==> src/rtl/uart_pkg.sv <==
// Shared types and default sizing for the UART transmit path.
package uart_pkg;

    localparam int DBIT_DEF       = 8;
    localparam int FIFO_DEPTH_DEF = 16;

    typedef enum logic [1:0] {
        IDLE,
        LAUNCH,
        WAIT_DONE,
        GAP
    } ctrl_state_t;

endpackage

==> src/rtl/uart_sync_fifo.sv <==
// Synchronous FIFO with flush, occupancy level and overflow pulse.
module uart_sync_fifo #(
    parameter int DBIT   = 8,
    parameter int DEPTH  = 16,
    parameter int ADDR_W = $clog2(DEPTH)
) (
    input  logic              clk,
    input  logic              rst,
    input  logic              flush,
    input  logic              push,
    input  logic [DBIT-1:0]   wdata,
    input  logic              pop,
    output logic [DBIT-1:0]   rdata,
    output logic              full,
    output logic              empty,
    output logic [ADDR_W:0]   level,
    output logic              overflow
);

    logic [DBIT-1:0]   mem [DEPTH];
    logic [ADDR_W-1:0] wr_ptr;
    logic [ADDR_W-1:0] rd_ptr;
    logic              do_push;
    logic              do_pop;

    assign full    = (level == (ADDR_W+1)'(DEPTH));
    assign empty   = (level == '0);
    assign rdata   = mem[rd_ptr];
    assign do_push = push && !full && !flush;
    assign do_pop  = pop && !empty && !flush;

    always_ff @(posedge clk) begin
        if (do_push)
            mem[wr_ptr] <= wdata;
    end

    always_ff @(posedge clk) begin
        if (rst || flush) begin
            wr_ptr   <= '0;
            rd_ptr   <= '0;
            level    <= '0;
            overflow <= 1'b0;
        end else begin
            // Full is judged on the pre-cycle level, so a pop cannot make room.
            overflow <= push && full;
            if (do_push)
                wr_ptr <= wr_ptr + 1'b1;
            if (do_pop)
                rd_ptr <= rd_ptr + 1'b1;
            unique case ({do_push, do_pop})
                2'b10:   level <= level + 1'b1;
                2'b01:   level <= level - 1'b1;
                default: level <= level;
            endcase
        end
    end

endmodule

==> src/rtl/uart_tx_ctrl.sv <==
// Transmit sequencer: FIFO-buffered bytes launched one frame at a time,
// with a programmable idle gap counted in baud ticks.
module uart_tx_ctrl
    import uart_pkg::*;
#(
    parameter int DBIT       = DBIT_DEF,
    parameter int FIFO_DEPTH = FIFO_DEPTH_DEF,
    parameter int ADDR_W     = $clog2(FIFO_DEPTH),
    parameter int GAP_W      = 8
) (
    input  logic              clk,
    input  logic              rst,
    input  logic              en_cfg,
    input  logic [GAP_W-1:0]  gap_cfg,
    input  logic [ADDR_W:0]   thr_cfg,
    input  logic              flush,
    input  logic              wr_en,
    input  logic [DBIT-1:0]   wr_data,
    output logic              wr_full,
    output logic              wr_overflow,
    output logic              fifo_empty,
    output logic [ADDR_W:0]   fifo_level,
    output logic              thr_irq,
    output logic              ctrl_busy,
    input  logic              s_tick,
    input  logic              tx_busy,
    input  logic              tx_done_tick,
    output logic              tx_en,
    output logic              tx_start,
    output logic [DBIT-1:0]   tx_din
);

    ctrl_state_t      state;
    ctrl_state_t      state_next;
    logic [GAP_W-1:0] gap_cnt;
    logic [GAP_W-1:0] gap_next;
    logic             pop;
    logic [DBIT-1:0]  head;

    uart_sync_fifo #(
        .DBIT   (DBIT),
        .DEPTH  (FIFO_DEPTH),
        .ADDR_W (ADDR_W)
    ) u_fifo (
        .clk      (clk),
        .rst      (rst),
        .flush    (flush),
        .push     (wr_en),
        .wdata    (wr_data),
        .pop      (pop),
        .rdata    (head),
        .full     (wr_full),
        .empty    (fifo_empty),
        .level    (fifo_level),
        .overflow (wr_overflow)
    );

    always_comb begin
        state_next = state;
        gap_next   = gap_cnt;
        pop        = 1'b0;
        unique case (state)
            IDLE: begin
                // A flush this cycle wins over launching the head entry.
                if (en_cfg && !fifo_empty && !tx_busy && !flush) begin
                    pop        = 1'b1;
                    state_next = LAUNCH;
                end
            end
            LAUNCH: state_next = WAIT_DONE;
            WAIT_DONE: begin
                if (tx_done_tick) begin
                    if (gap_cfg == '0) begin
                        state_next = IDLE;
                    end else begin
                        gap_next   = gap_cfg;
                        state_next = GAP;
                    end
                end
            end
            GAP: begin
                if (s_tick) begin
                    gap_next = gap_cnt - 1'b1;
                    if (gap_cnt == GAP_W'(1))
                        state_next = IDLE;
                end
            end
            default: state_next = IDLE;
        endcase
    end

    always_ff @(posedge clk) begin
        if (rst) begin
            state   <= IDLE;
            gap_cnt <= '0;
            tx_din  <= '0;
            tx_en   <= 1'b0;
            thr_irq <= 1'b0;
        end else begin
            state   <= state_next;
            gap_cnt <= gap_next;
            if (pop)
                tx_din <= head;
            tx_en   <= en_cfg || (state != IDLE);
            thr_irq <= en_cfg && (fifo_level <= thr_cfg);
        end
    end

    assign tx_start  = (state == LAUNCH);
    assign ctrl_busy = !fifo_empty || (state != IDLE);

endmodule
==> config.mk <==
export PLATFORM = sky130hd
export DESIGN_NAME = uart_tx_ctrl
export DESIGN_NICKNAME = d
export VERILOG_FILES = /design/src/rtl/uart_pkg.sv /design/src/rtl/uart_sync_fifo.sv /design/src/rtl/uart_tx_ctrl.sv
export SDC_FILE = /design/constraint.sdc
export NUM_CORES = 1
export LEC_CHECK = 0
export CAP_MARGIN = 20
export CORE_AREA = 2 2 108 136
export DETAILED_ROUTE_END_ITERATION = 16
export DIE_AREA = 0 0 110 138
export PLACE_DENSITY = 0.74
export SLEW_MARGIN = 20
export SYNTH_ARGS = -nofsm -noshare
export SYNTH_HDL_FRONTEND = slang
export SYNTH_HIERARCHICAL = 1
export SYNTH_SLANG_ARGS = --single-unit
export TNS_END_PERCENT = 1
==> constraint.sdc <==
create_clock -name clk -period 3.82 [get_ports clk]
set_input_delay 0.955 -clock clk [delete_from_list [all_inputs] [get_ports clk]]
set_output_delay 0.955 -clock clk [all_outputs]
set_load 0.02 [all_outputs]
==> flow_summary.ini <==
[floorplan]
fp.dieH_um = 138
coreArea_mm2 = 0.0140
core.rowCount = 49
start_util_pct = 51.3
die_w_um = 110
dieArea_mm2 = 0.0152
io_pins = 49

[hold_path]
hold_class = reg2reg
min_to = tx_din[0]
hold_start = tx_din[0]
worst_hold_path.num_cells = 2

[detailed_routing]
via_per_inst = 5.75
wirelength_mm = 14.1
num_vias = 4114
dr.pass1.iters = 4
remaining_drc_errors = 0
ant_nets = 0
drtIter0Drc = 368
wire_per_inst_um = 19.7

[yosys]
synthFlopType = edfxtp_1
syn_inst = 455
ys_top_cells_by_area = edfxtp_1, dfxtp_1, mux4_1, mux4_2, ha_1
ys_types = 57
yosys.area.top_type = edfxtp_1
yosysSeqAreaShare_pct = 63.9
yosys_warnings = 6
synth-edff-count = 128
async_flop_share_pct = 0
ys_ff_latch = 166
avgSynthCellArea_um2 = 15.8
netlist_area_mm2 = 0.00721
syn_nets = 499
synth.top_cell.area_share_pct = 53.3

[sta]
hold_violations = 0
fmax_mhz = 290
worst_pin_slew_ns = 0.562
maxSlewHeadroom_pct = 62.2
fin_tns_setup_ns = 0
fin_worst_skew_ns = 0.0116
setup_ws_ns = 0.368
setup_violations = 0
rsz0062_at_grt = false
fin_crit_sh_pct = 90.4
slew_violations = 0
post-route-min-period_ns = 3.45

[worst_setup_path]
r2r_start = u_fifo/level[1]
timing.rr.end = u_fifo/level[4]
crit_chain = clkdlybuf4s50_1 > nor4b_1 > nand2_1 > inv_1 > nor2b_1 > o21ai_2 > inv_1 > ha_1 > buf_4 > ha_1 > nor3b_1 > a21oi_1 > a41oi_1 > mux2i_1
r2r_cells = 15
cp-start-kind = primary input
critPathKind = in2reg
worstPathMaxFanout = 9
crit_buf_inv = 4
cp.required_ns = 4.18
critPathTopFamily = simple AND/OR/NAND/NOR gates
worst_setup_path_end_kind = flip-flop
slowest_stage = clkdlybuf4s50_1
cpPeakStageDelay_ns = 0.50
r2r_setup_slack_ns = 0.47
arrival_ns = 3.81
startpoint = en_cfg

[place]
preCtsSetupSlack_ns = -0.0103
placement.io_buffers = 48
place_congestion = 0.850
dp_hpwl_mm = 9.62

[global_routing]
grt_overflow = 0
grt_pass1_vias = 4221
gr-usage-all-layers_pct = 19.2
antenna_found_initial = 0
grt_pass1_wl_mm = 21.5
grt_max_degree = 33

[clock_tree]
cts_setup_buffers = 0
hold_buffers = 0
cts_tree = built
numCtsBuffers = 17
clock-sinks = 166
htreeDepth = 4
ctsRootBufferMaster = clkbuf_16
cts_resized = 0
clk_latency_ns = 0.43
clockBufferDepth = 2
clk_pin_slew_ns = 0.07

[pwr]
peakVddDrop_v = 0.000377
pwr-share-clk_pct = 44.1
p_leak_nw = 2.97
pwr_density_cell_mw_per_mm2 = 449
p_sw_uw = 872
power_frac_seq_pct = 51.5
swShare_pct = 22.7
internal_power_mw = 2.96
p_comb_share_pct = 4.5

[layout]
antenna_cells = 0
area_growth_pct = 18.6
layout.nets = 568
utilization_pct = 60.9
drive_gt1_share_pct = 15.3

[outcome]
run_status = complete, no violations

[run]
drv_cap = 0
==> per-layer routing <==
| layer | vias to the layer above | track usage, % | routed length [um] | share of wire [%] |
|---|---|---|---|---|
| li1 | 1932 | - | - | - |
| met1 | 2050 | 22.9 | 5770 | 41 |
| met2 | 120 | 33.2 | 7490 | 53 |
| met3 | 12 | 5.33 | 678 | 4.8 |
| met4 | 0 | 6.46 | 137 | 0.97 |
| met5 | - | 0 | 0 | 0 |
==> sequential cells by signal (all words and copies together), names as in the netlist, named ones only <==
register         count
u_fifo/rd_ptr        4
state                2
u_fifo/wr_ptr        4
u_fifo/overflow      1
tx_din               8
gap_cnt              8
tx_en                1
u_fifo/level         5
thr_irq              1
u_fifo/mem         128
==> cells in the final DEF (no fill, tap or decap), types with 3 or more instances in the layout <==
master           instances
inv_8                    5
nand2b_1                 6
ha_1                    15
o311ai_0                 3
o21ai_0                  4
nor4_1                   4
clkbuf_16               17
o211ai_1                 4
nand3_1                  6
nor3_1                  10
o21a_1                   5
inv_6                    5
inv_1                   20
or3_1                    3
a21oi_1                 10
mux4_2                  16
xor2_1                   5
o31ai_1                  4
dfxtp_1                 37
buf_4                   26
clkdlybuf4s50_1         48
nand2_1                 17
edfxtp_1               128
or4_4                    3
nor2b_1                  5
mux2i_1                 16
nor2_1                  41
nor3b_1                  6
and3b_1                  3
mux4_1                  24
==> worst register-to-register path, cell delays in order, from the launching register on <==
cell     delay, ns
dfxtp_1       0.55
or4_4         0.25
nor2_2        0.05
nor4b_1       0.39
nand2_1       0.12
inv_1         0.11
nor2b_1       0.21
o21ai_2       0.13
inv_1         0.09
ha_1          0.17
buf_4         0.16
ha_1          0.27
nor3b_1       0.21
a21oi_1       0.07
a41oi_1       0.28
mux2i_1       0.22
==> layout make-up <==
class,instances,area (um2)
multi-input combinational,245,2380
fill,1021,5500
inverter,20,75.1
tap,178,223
sequential,166,4610
clock inverter,15,161
timing repair buffer,74,676
clock buffer,17,425
==> synth_stat cells (all sizes together), types with 2 or more instances <==
cell	number
and2	2
or4	3
nand3	6
o41ai	2
nand2	17
a211oi	2
mux2i	16
or3	3
o32ai	2
nor4	4
nor3b	6
a311o	2
or2	3
o21ai	5
o31ai	4
nor2b	5
o311ai	3
buf	14
nor3	10
xnor2	2
clkbuf	10
nand2b	6
and3b	3
a22oi	2
a31oi	2
ha	15
o21a	5
dfxtp	38
a21oi	10
nor2	42
edfxtp	128
mux4	40
xor2	5
o211ai	5
inv	20
==> kinds of logic (layout without fill, tap and decap cells) <==
group,Yosys count,after routing,share of synthesized area [%]
fa+ha+maj,15,15,2.60
xor+xnor,7,7,0.851
mux,57,57,16.1
buf+inv,44,126,3.14
simple gates,114,114,8.07
compound gates,52,52,5.30
flops,166,166,63.9
==> power by group through the flow <==
stage	combinational (mW)	sequential [mW]	clock (mW)
2_1_floorplan	0.0901	2.01	0
4_1_cts	0.172	1.97	1.72
5_1_grt	0.188	1.98	1.79
3_5_place_dp	0.171	2.01	0
6_report	0.172	1.97	1.69
3_3_place_gp	0.164	2.01	0
==> worst max-delay path by stage <==
stage | end | cells after the start
floorplan | u_fifo/level[4] | 16
global placement | u_fifo/level[4] | 14
detailed placement | u_fifo/level[4] | 14
CTS | u_fifo/level[4] | 14
global route | u_fifo/level[4] | 13
finish | u_fifo/level[4] | 14
==> through the flow <==
step / area (um2) / power, mW / instances / hold slack, ns
global placement: 7960 / 2.18 / 683 / 0.473
finish: 8540 / 3.84 / 715 / 0.514
floorplan: 7210 / 2.10 / 455 / 0.467
global route: 8540 / 3.96 / 715 / 0.524
CTS: 8540 / 3.86 / 715 / 0.516
detailed placement: 7960 / 2.18 / 683 / 0.503
Power figures use the tool's default switching activity.
